## src/rtl/cr_tlvp_usr_arb_if.sv

```systemverilog
// TLV word type and the bundled requester/user-FIFO bus shared by the
// cr_tlvp_usr_arb arbiter and its environment.
package cr_tlvp_pkg;
   typedef struct packed {
      logic        sot;
      logic        eot;
      logic [15:0] data;
   } tlvp_if_bus_t;
endpackage

interface cr_tlvp_usr_arb_if #(
   parameter int N_REQ = 4
);
   import cr_tlvp_pkg::*;

   logic [N_REQ-1:0]         req_empty;
   tlvp_if_bus_t [N_REQ-1:0] req_tlv;
   logic [N_REQ-1:0]         req_rd;
   logic                     usr_full;
   logic                     usr_afull;
   logic                     usr_wr;
   tlvp_if_bus_t             usr_tlv;

   // master is the arbiter side, slave is the requesters plus user FIFO
   modport master (
      input  req_empty, req_tlv, usr_full, usr_afull,
      output req_rd, usr_wr, usr_tlv
   );

   modport slave (
      output req_empty, req_tlv, usr_full, usr_afull,
      input  req_rd, usr_wr, usr_tlv
   );
endinterface

```

## src/rtl/cr_tlvp_usr_arb.sv

```systemverilog
// Frame-atomic round-robin arbiter sharing the TLV parser user-insert port
// between N_REQ FWFT requesters; a grant is held until its eot word is forwarded.
module cr_tlvp_usr_arb
   import cr_tlvp_pkg::*;
#(
   parameter  int N_REQ = 4,
   localparam int OW    = $clog2(N_REQ)
) (
   input  logic                clk,
   input  logic                rst_n,
   cr_tlvp_usr_arb_if.master   bus,
   output logic                locked,
   output logic [OW-1:0]       cur_owner,
   output logic                frame_done,
   output logic                sot_err
);

   localparam int OW1 = OW + 1;

   typedef enum logic {
      ST_IDLE   = 1'b0,
      ST_LOCKED = 1'b1
   } state_t;

   state_t         state_r;
   logic [OW-1:0]  rr_ptr_r;
   logic [OW-1:0]  cur_owner_r;
   logic           usr_wr_r;
   tlvp_if_bus_t   usr_tlv_r;
   logic           frame_done_r;
   logic           sot_err_r;

   logic [OW-1:0]  cand_s;
   logic           cand_vld_s;
   logic           stall_s;
   logic [OW-1:0]  sel_s;
   logic           pop_s;
   logic [N_REQ-1:0] req_rd_s;
   tlvp_if_bus_t   word_s;
   logic [OW-1:0]  nxt_ptr_s;

   function automatic logic [OW-1:0] inc_wrap(input logic [OW-1:0] v);
      if (v == OW'(N_REQ - 1)) begin
         return {OW{1'b0}};
      end else begin
         return v + {{(OW-1){1'b0}}, 1'b1};
      end
   endfunction

   // Round-robin candidate: first non-empty requester at or after rr_ptr.
   always_comb begin
      logic [OW:0] sum;
      logic [OW:0] idx;
      logic        hit;
      cand_s     = {OW{1'b0}};
      cand_vld_s = 1'b0;
      sum        = {OW1{1'b0}};
      idx        = {OW1{1'b0}};
      hit        = 1'b0;
      for (int i = 0; i < N_REQ; i++) begin
         sum        = {1'b0, rr_ptr_r} + OW1'(i);
         idx        = (sum >= OW1'(N_REQ)) ? (sum - OW1'(N_REQ)) : sum;
         hit        = !cand_vld_s && !bus.req_empty[idx[OW-1:0]];
         cand_s     = hit ? idx[OW-1:0] : cand_s;
         cand_vld_s = cand_vld_s | hit;
      end
   end

   // Pop decision: the owner alone is served while locked; nothing moves in reset or stall.
   always_comb begin
      stall_s   = bus.usr_afull | bus.usr_full;
      sel_s     = (state_r == ST_LOCKED) ? cur_owner_r : cand_s;
      pop_s     = rst_n & ~stall_s &
                  ((state_r == ST_LOCKED) ? ~bus.req_empty[cur_owner_r] : cand_vld_s);
      req_rd_s  = pop_s ? ({{(N_REQ-1){1'b0}}, 1'b1} << sel_s) : {N_REQ{1'b0}};
      word_s    = bus.req_tlv[sel_s];
      nxt_ptr_s = inc_wrap(sel_s);
   end

   // Arbitration FSM plus the registered user-port outputs and status pulses.
   always_ff @(posedge clk) begin
      if (!rst_n) begin
         state_r      <= ST_IDLE;
         rr_ptr_r     <= {OW{1'b0}};
         cur_owner_r  <= {OW{1'b0}};
         usr_wr_r     <= 1'b0;
         usr_tlv_r    <= '0;
         frame_done_r <= 1'b0;
         sot_err_r    <= 1'b0;
      end else begin
         usr_wr_r     <= pop_s;
         usr_tlv_r    <= pop_s ? word_s : usr_tlv_r;
         frame_done_r <= pop_s & word_s.eot;
         sot_err_r    <= pop_s & ((state_r == ST_LOCKED) ? word_s.sot : ~word_s.sot);
         case (state_r)
            ST_IDLE: begin
               if (pop_s) begin
                  cur_owner_r <= cand_s;
                  if (word_s.eot) begin
                     rr_ptr_r <= nxt_ptr_s;
                  end else begin
                     state_r <= ST_LOCKED;
                  end
               end else begin
                  state_r <= ST_IDLE;
               end
            end
            ST_LOCKED: begin
               if (pop_s && word_s.eot) begin
                  state_r  <= ST_IDLE;
                  rr_ptr_r <= nxt_ptr_s;
               end else begin
                  state_r <= ST_LOCKED;
               end
            end
            default: begin
               state_r <= ST_IDLE;
            end
         endcase
      end
   end

   assign bus.req_rd  = req_rd_s;
   assign bus.usr_wr  = usr_wr_r;
   assign bus.usr_tlv = usr_tlv_r;
   assign locked      = (state_r == ST_LOCKED);
   assign cur_owner   = cur_owner_r;
   assign frame_done  = frame_done_r;
   assign sot_err     = sot_err_r;

endmodule

```

## src/flat_wrapper.sv

```systemverilog
// flat-port wrapper written by rule: the top's interface ports become plain ports
module cr_tlvp_usr_arb_flat import cr_tlvp_pkg::*;
#(
   parameter  int N_REQ = 4,
   localparam int OW    = $clog2(N_REQ)
)
  (clk, rst_n, locked, cur_owner, frame_done, sot_err, bus_req_empty, bus_req_tlv, bus_usr_full, bus_usr_afull, bus_req_rd, bus_usr_wr, bus_usr_tlv);
  cr_tlvp_usr_arb_if #(.N_REQ(N_REQ)) bus_i ();
  input  logic clk;
  input  logic rst_n;
  output logic locked;
  output logic [OW-1:0] cur_owner;
  output logic frame_done;
  output logic sot_err;
  input wire logic [$bits(bus_i.req_empty)-1:0] bus_req_empty;
  input wire logic [$bits(bus_i.req_tlv)-1:0] bus_req_tlv;
  input wire logic [$bits(bus_i.usr_full)-1:0] bus_usr_full;
  input wire logic [$bits(bus_i.usr_afull)-1:0] bus_usr_afull;
  output wire logic [$bits(bus_i.req_rd)-1:0] bus_req_rd;
  output wire logic [$bits(bus_i.usr_wr)-1:0] bus_usr_wr;
  output wire logic [$bits(bus_i.usr_tlv)-1:0] bus_usr_tlv;
  assign bus_i.req_empty = bus_req_empty;
  assign bus_i.req_tlv = bus_req_tlv;
  assign bus_i.usr_full = bus_usr_full;
  assign bus_i.usr_afull = bus_usr_afull;
  assign bus_req_rd = bus_i.req_rd;
  assign bus_usr_wr = bus_i.usr_wr;
  assign bus_usr_tlv = bus_i.usr_tlv;
  cr_tlvp_usr_arb #(.N_REQ(N_REQ)) u_core (.clk(clk), .rst_n(rst_n), .bus(bus_i), .locked(locked), .cur_owner(cur_owner), .frame_done(frame_done), .sot_err(sot_err));
endmodule
```

## config.mk

```make
export PLATFORM = sky130hd
export DESIGN_NAME = cr_tlvp_usr_arb_flat
export DESIGN_NICKNAME = d
export VERILOG_FILES = /design/src/rtl/cr_tlvp_usr_arb_if.sv /design/src/rtl/cr_tlvp_usr_arb.sv /design/src/flat_wrapper.sv
export SDC_FILE = /design/constraint.sdc
export NUM_CORES = 1
export LEC_CHECK = 0
export BUFFER_PORTS_ARGS = -buffer_cell sky130_fd_sc_hd__buf_2
export CORE_AREA = 2 2 64 66
export CTS_CLUSTER_DIAMETER = 80
export DETAILED_ROUTE_END_ITERATION = 6
export DIE_AREA = 0 0 66 68
export PLACE_DENSITY = 0.84
export SYNTH_ARGS = -nofsm -noshare
export SYNTH_HDL_FRONTEND = slang
export SYNTH_SLANG_ARGS = --single-unit
```

## constraint.sdc

```tcl
create_clock -name clk -period 7.4 [get_ports clk]
set_input_delay 2.22 -clock clk [delete_from_list [all_inputs] [get_ports clk]]
set_output_delay 2.22 -clock clk [all_outputs]
set_load 0.01 [all_outputs]
```

==> results.py <==
metrics = {
    "status": {
        "status": "complete, no violations",
    },
    "clock_tree": {
        "numCtsBuffers": 3,
        "path_clk_slew_ns": 0.09,
        "cts.sinks": 26,
        "postCtsHoldBufs": 0,
        "root_buffer": "clkbuf_8",
        "cts.path.max_buffers": 2,
        "clock_latency_ns": 0.26,
        "postCtsSetupBuffers": 0,
        "postCtsResizedCells": 0,
        "htreeDepth": 1,
        "cts_tree": "done",
    },
    "routing": {
        "top_layer": "met4",
        "met2_length_mm": 2.15,
        "drc": 0,
        "wl_per_cell_um": 12.9,
        "vias_per_cell": 5.14,
        "drt_iter0_markers": 66,
        "wl_met1_mm": 1.67,
        "wl_met3_um": 338,
        "ant_nets": 0,
        "wirelength_mm": 4.20,
        "num_vias": 1670,
        "firstDrtPassIters": 4,
    },
    "power_and_ir_drop": {
        "p_per_area_mw_per_mm2": 162,
        "power_mw": 0.373,
        "irDropWorstVdd_uv": 93.0,
        "p_leak_nw": 1.11,
    },
    "timing": {
        "maxSlewHeadroom_pct": 48.3,
        "fmax_mhz": 166,
        "period_minus_slack_ns": 6.01,
        "fin_skew_ns": 0.00306,
        "timing.final.crit_share_pct": 81.2,
        "slew_viol_final": 0,
        "rsz0062_at_grt": "no",
        "hold_violations": 0,
        "fin_tns_setup_ns": 0,
        "setup_ws_ns": 1.39,
        "tightest_slew_ns": 0.771,
        "setup_viol": 0,
    },
    "run": {
        "max_cap_viol_count": 0,
    },
    "layout": {
        "mostFrequentLayoutCells": "buf_2 (107), mux2i_1 (38), dfxtp_1 (26)",
        "final_area_mm2": 0.00231,
        "mostFrequentLayoutCell": "buf_2",
        "seq_area_um2": 520,
        "multi_input_area_mm2": 0.00109,
        "layout.nets": 360,
        "final_layout_size_suffix_gt1_share_pct": 45.1,
        "antenna_cells": 0,
        "area_delta_synth_final_pct": 36.7,
        "nFillCells": 363,
    },
    "setup_path": {
        "crit_chain": "buf_2 -> nor2b_1 -> a211oi_2 -> o41ai_4 -> inv_1 -> ha_1 -> and2_1 -> buf_2",
        "critical_path_arrival_ns": 3.79,
        "critPathRequiredTime_ns": 5.18,
        "cpPeakStageDelay_ns": 0.52,
        "start_kind": "input port",
        "path_common_cell": "buf_2",
        "crit_path_end_kind": "primary output",
        "cpMaxStageDelayCell": "o41ai_4",
        "crit_path_max_fanout": 6,
        "crit_type": "in2out",
    },
    "grt": {
        "grt_max_degree": 24,
        "grt_pass1_vias": 1539,
        "overflow": 0,
        "antenna_found_initial": 0,
        "grt_use_total_pct": 19.4,
        "grt_first_pass_wirelength_mm": 6.75,
    },
    "yosys": {
        "synth_edf_count": 0,
        "synthArstFlopShare_pct": 0,
        "synth_area_mm2": 0.00169,
        "ys.flop_type": "dfxtp_1",
        "ys_seq_area_share_pct": 30.9,
        "synth_nets": 257,
        "synth_cell_types": 43,
        "syn_inst": 173,
        "yosys_warnings": 0,
        "syn_avg_cell_area_um2": 9.75,
        "ys_seq_elements": 26,
    },
    "placed_design": {
        "dp_hpwl_mm": 3.42,
        "gp_congestion": 0.734,
        "placed_area_mm2": 0.00225,
        "dp_slack_ns": 1.39,
        "numPortBuffers": 107,
    },
    "die": {
        "floorplan.initialDensity_pct": 43.7,
        "core_mm2": 0.00386,
        "rows": 23,
        "ioPinCount": 108,
        "dieArea_mm2": 0.00449,
        "die_w_um": 66,
        "die_h_um": 68,
    },
    "min_path": {
        "hold_path.class": "reg2reg",
    },
}
sequential cells by signal, summed over array words and instances (netlist names), named ones only:
signal	cells
u_core.sot_err	1
u_core.rr_ptr_r	2
u_core.frame_done	1
u_core.cur_owner	2
u_core.bus.usr_wr	1
u_core.bus.usr_tlv	18
layout make-up:
type / count / share of cell area, %
sequential: 26 / 22.6
inverter: 5 / 0.814
clock buffer: 4 / 2.39
tap: 50 / 2.71
multi-input combinational: 130 / 47.3
timing repair buffer: 110 / 24.2
Yosys cell counts (2+ instances only):
cell type | n | area [um2]
buf_4 | 2 | 15.0
o21ai_0 | 9 | 45.0
nor2b_1 | 3 | 18.8
and2_1 | 6 | 37.5
buf_2 | 4 | 20.0
a2bb2oi_1 | 16 | 140
o311ai_1 | 2 | 17.5
nor2_1 | 6 | 22.5
o21a_1 | 2 | 15.0
dfxtp_1 | 26 | 521
clkbuf_1 | 4 | 15.0
nand2_1 | 9 | 33.8
inv_1 | 5 | 18.8
mux2i_1 | 38 | 380
nand2b_1 | 2 | 12.5
o21ai_1 | 9 | 45.0
ha_1 | 4 | 50.1
stage by stage:
| stage | util (%) | std cells | hold WS (ns) |
|---|---|---|---|
| 6_report | 59.8 | 325 | 0.469 |
| 4_1_cts | 59.8 | 325 | 0.466 |
| 3_5_place_dp | 58.4 | 321 | 0.452 |
| 3_3_place_gp | 58.4 | 321 | 0.447 |
| 5_1_grt | 59.8 | 325 | 0.500 |
| 2_1_floorplan | - | 173 | 0.480 |
power breakdown:
part,switching (mW),internal (mW)
logic,0.0590,0.0645
clock network,0.0420,0.0474
registers,0.00841,0.151
total,0.109,0.263
path summary, 6_finish.rpt:
| path | slack (ns) | start | end | depth (start not counted) |
|---|---|---|---|---|
| setup / recovery | 1.39 | bus_req_empty[0] | bus_req_rd[2] | 8 |
| hold / removal | 0.47 | u_core.bus.usr_tlv[12] | u_core.bus.usr_tlv[12] | 2 |
| setup reg to reg | 4.76 | flip-flop | u_core.bus.usr_tlv[11] | 5 |
| hold reg to reg | 0.47 | u_core.bus.usr_tlv[12] | u_core.bus.usr_tlv[12] | 2 |
logic make-up (layout without fill, tap and decap cells):
kind of cell    count (synthesis)  after routing  share of synthesized area, %
compound gates                 51             51                          24.5
mux                            39             39                          23.9
simple gates                   35             35                          12.3
flops                          26             26                          30.9
buf+inv                        17            119                          4.97
fa+ha+maj                       4              4                          2.97
xor+xnor                        1              1                         0.519
per-layer routing:
| layer | vias to the layer above | GRT usage (%) |
|---|---|---|
| met5 | - | 0 |
| met4 | 0 | 5.10 |
| met3 | 4 | 4.93 |
| met2 | 72 | 37.5 |
| met1 | 746 | 20.9 |
| li1 | 848 | - |
worst max-delay path, delay by kind of cell:
| kind | cells | cell delay [ns] |
|---|---|---|
| compound gates | 2 | 0.62 |
| fa+ha+maj | 1 | 0.23 |
| buf+inv | 3 | 0.42 |
| simple gates | 2 | 0.31 |
(Power assumes the default switching activity.)
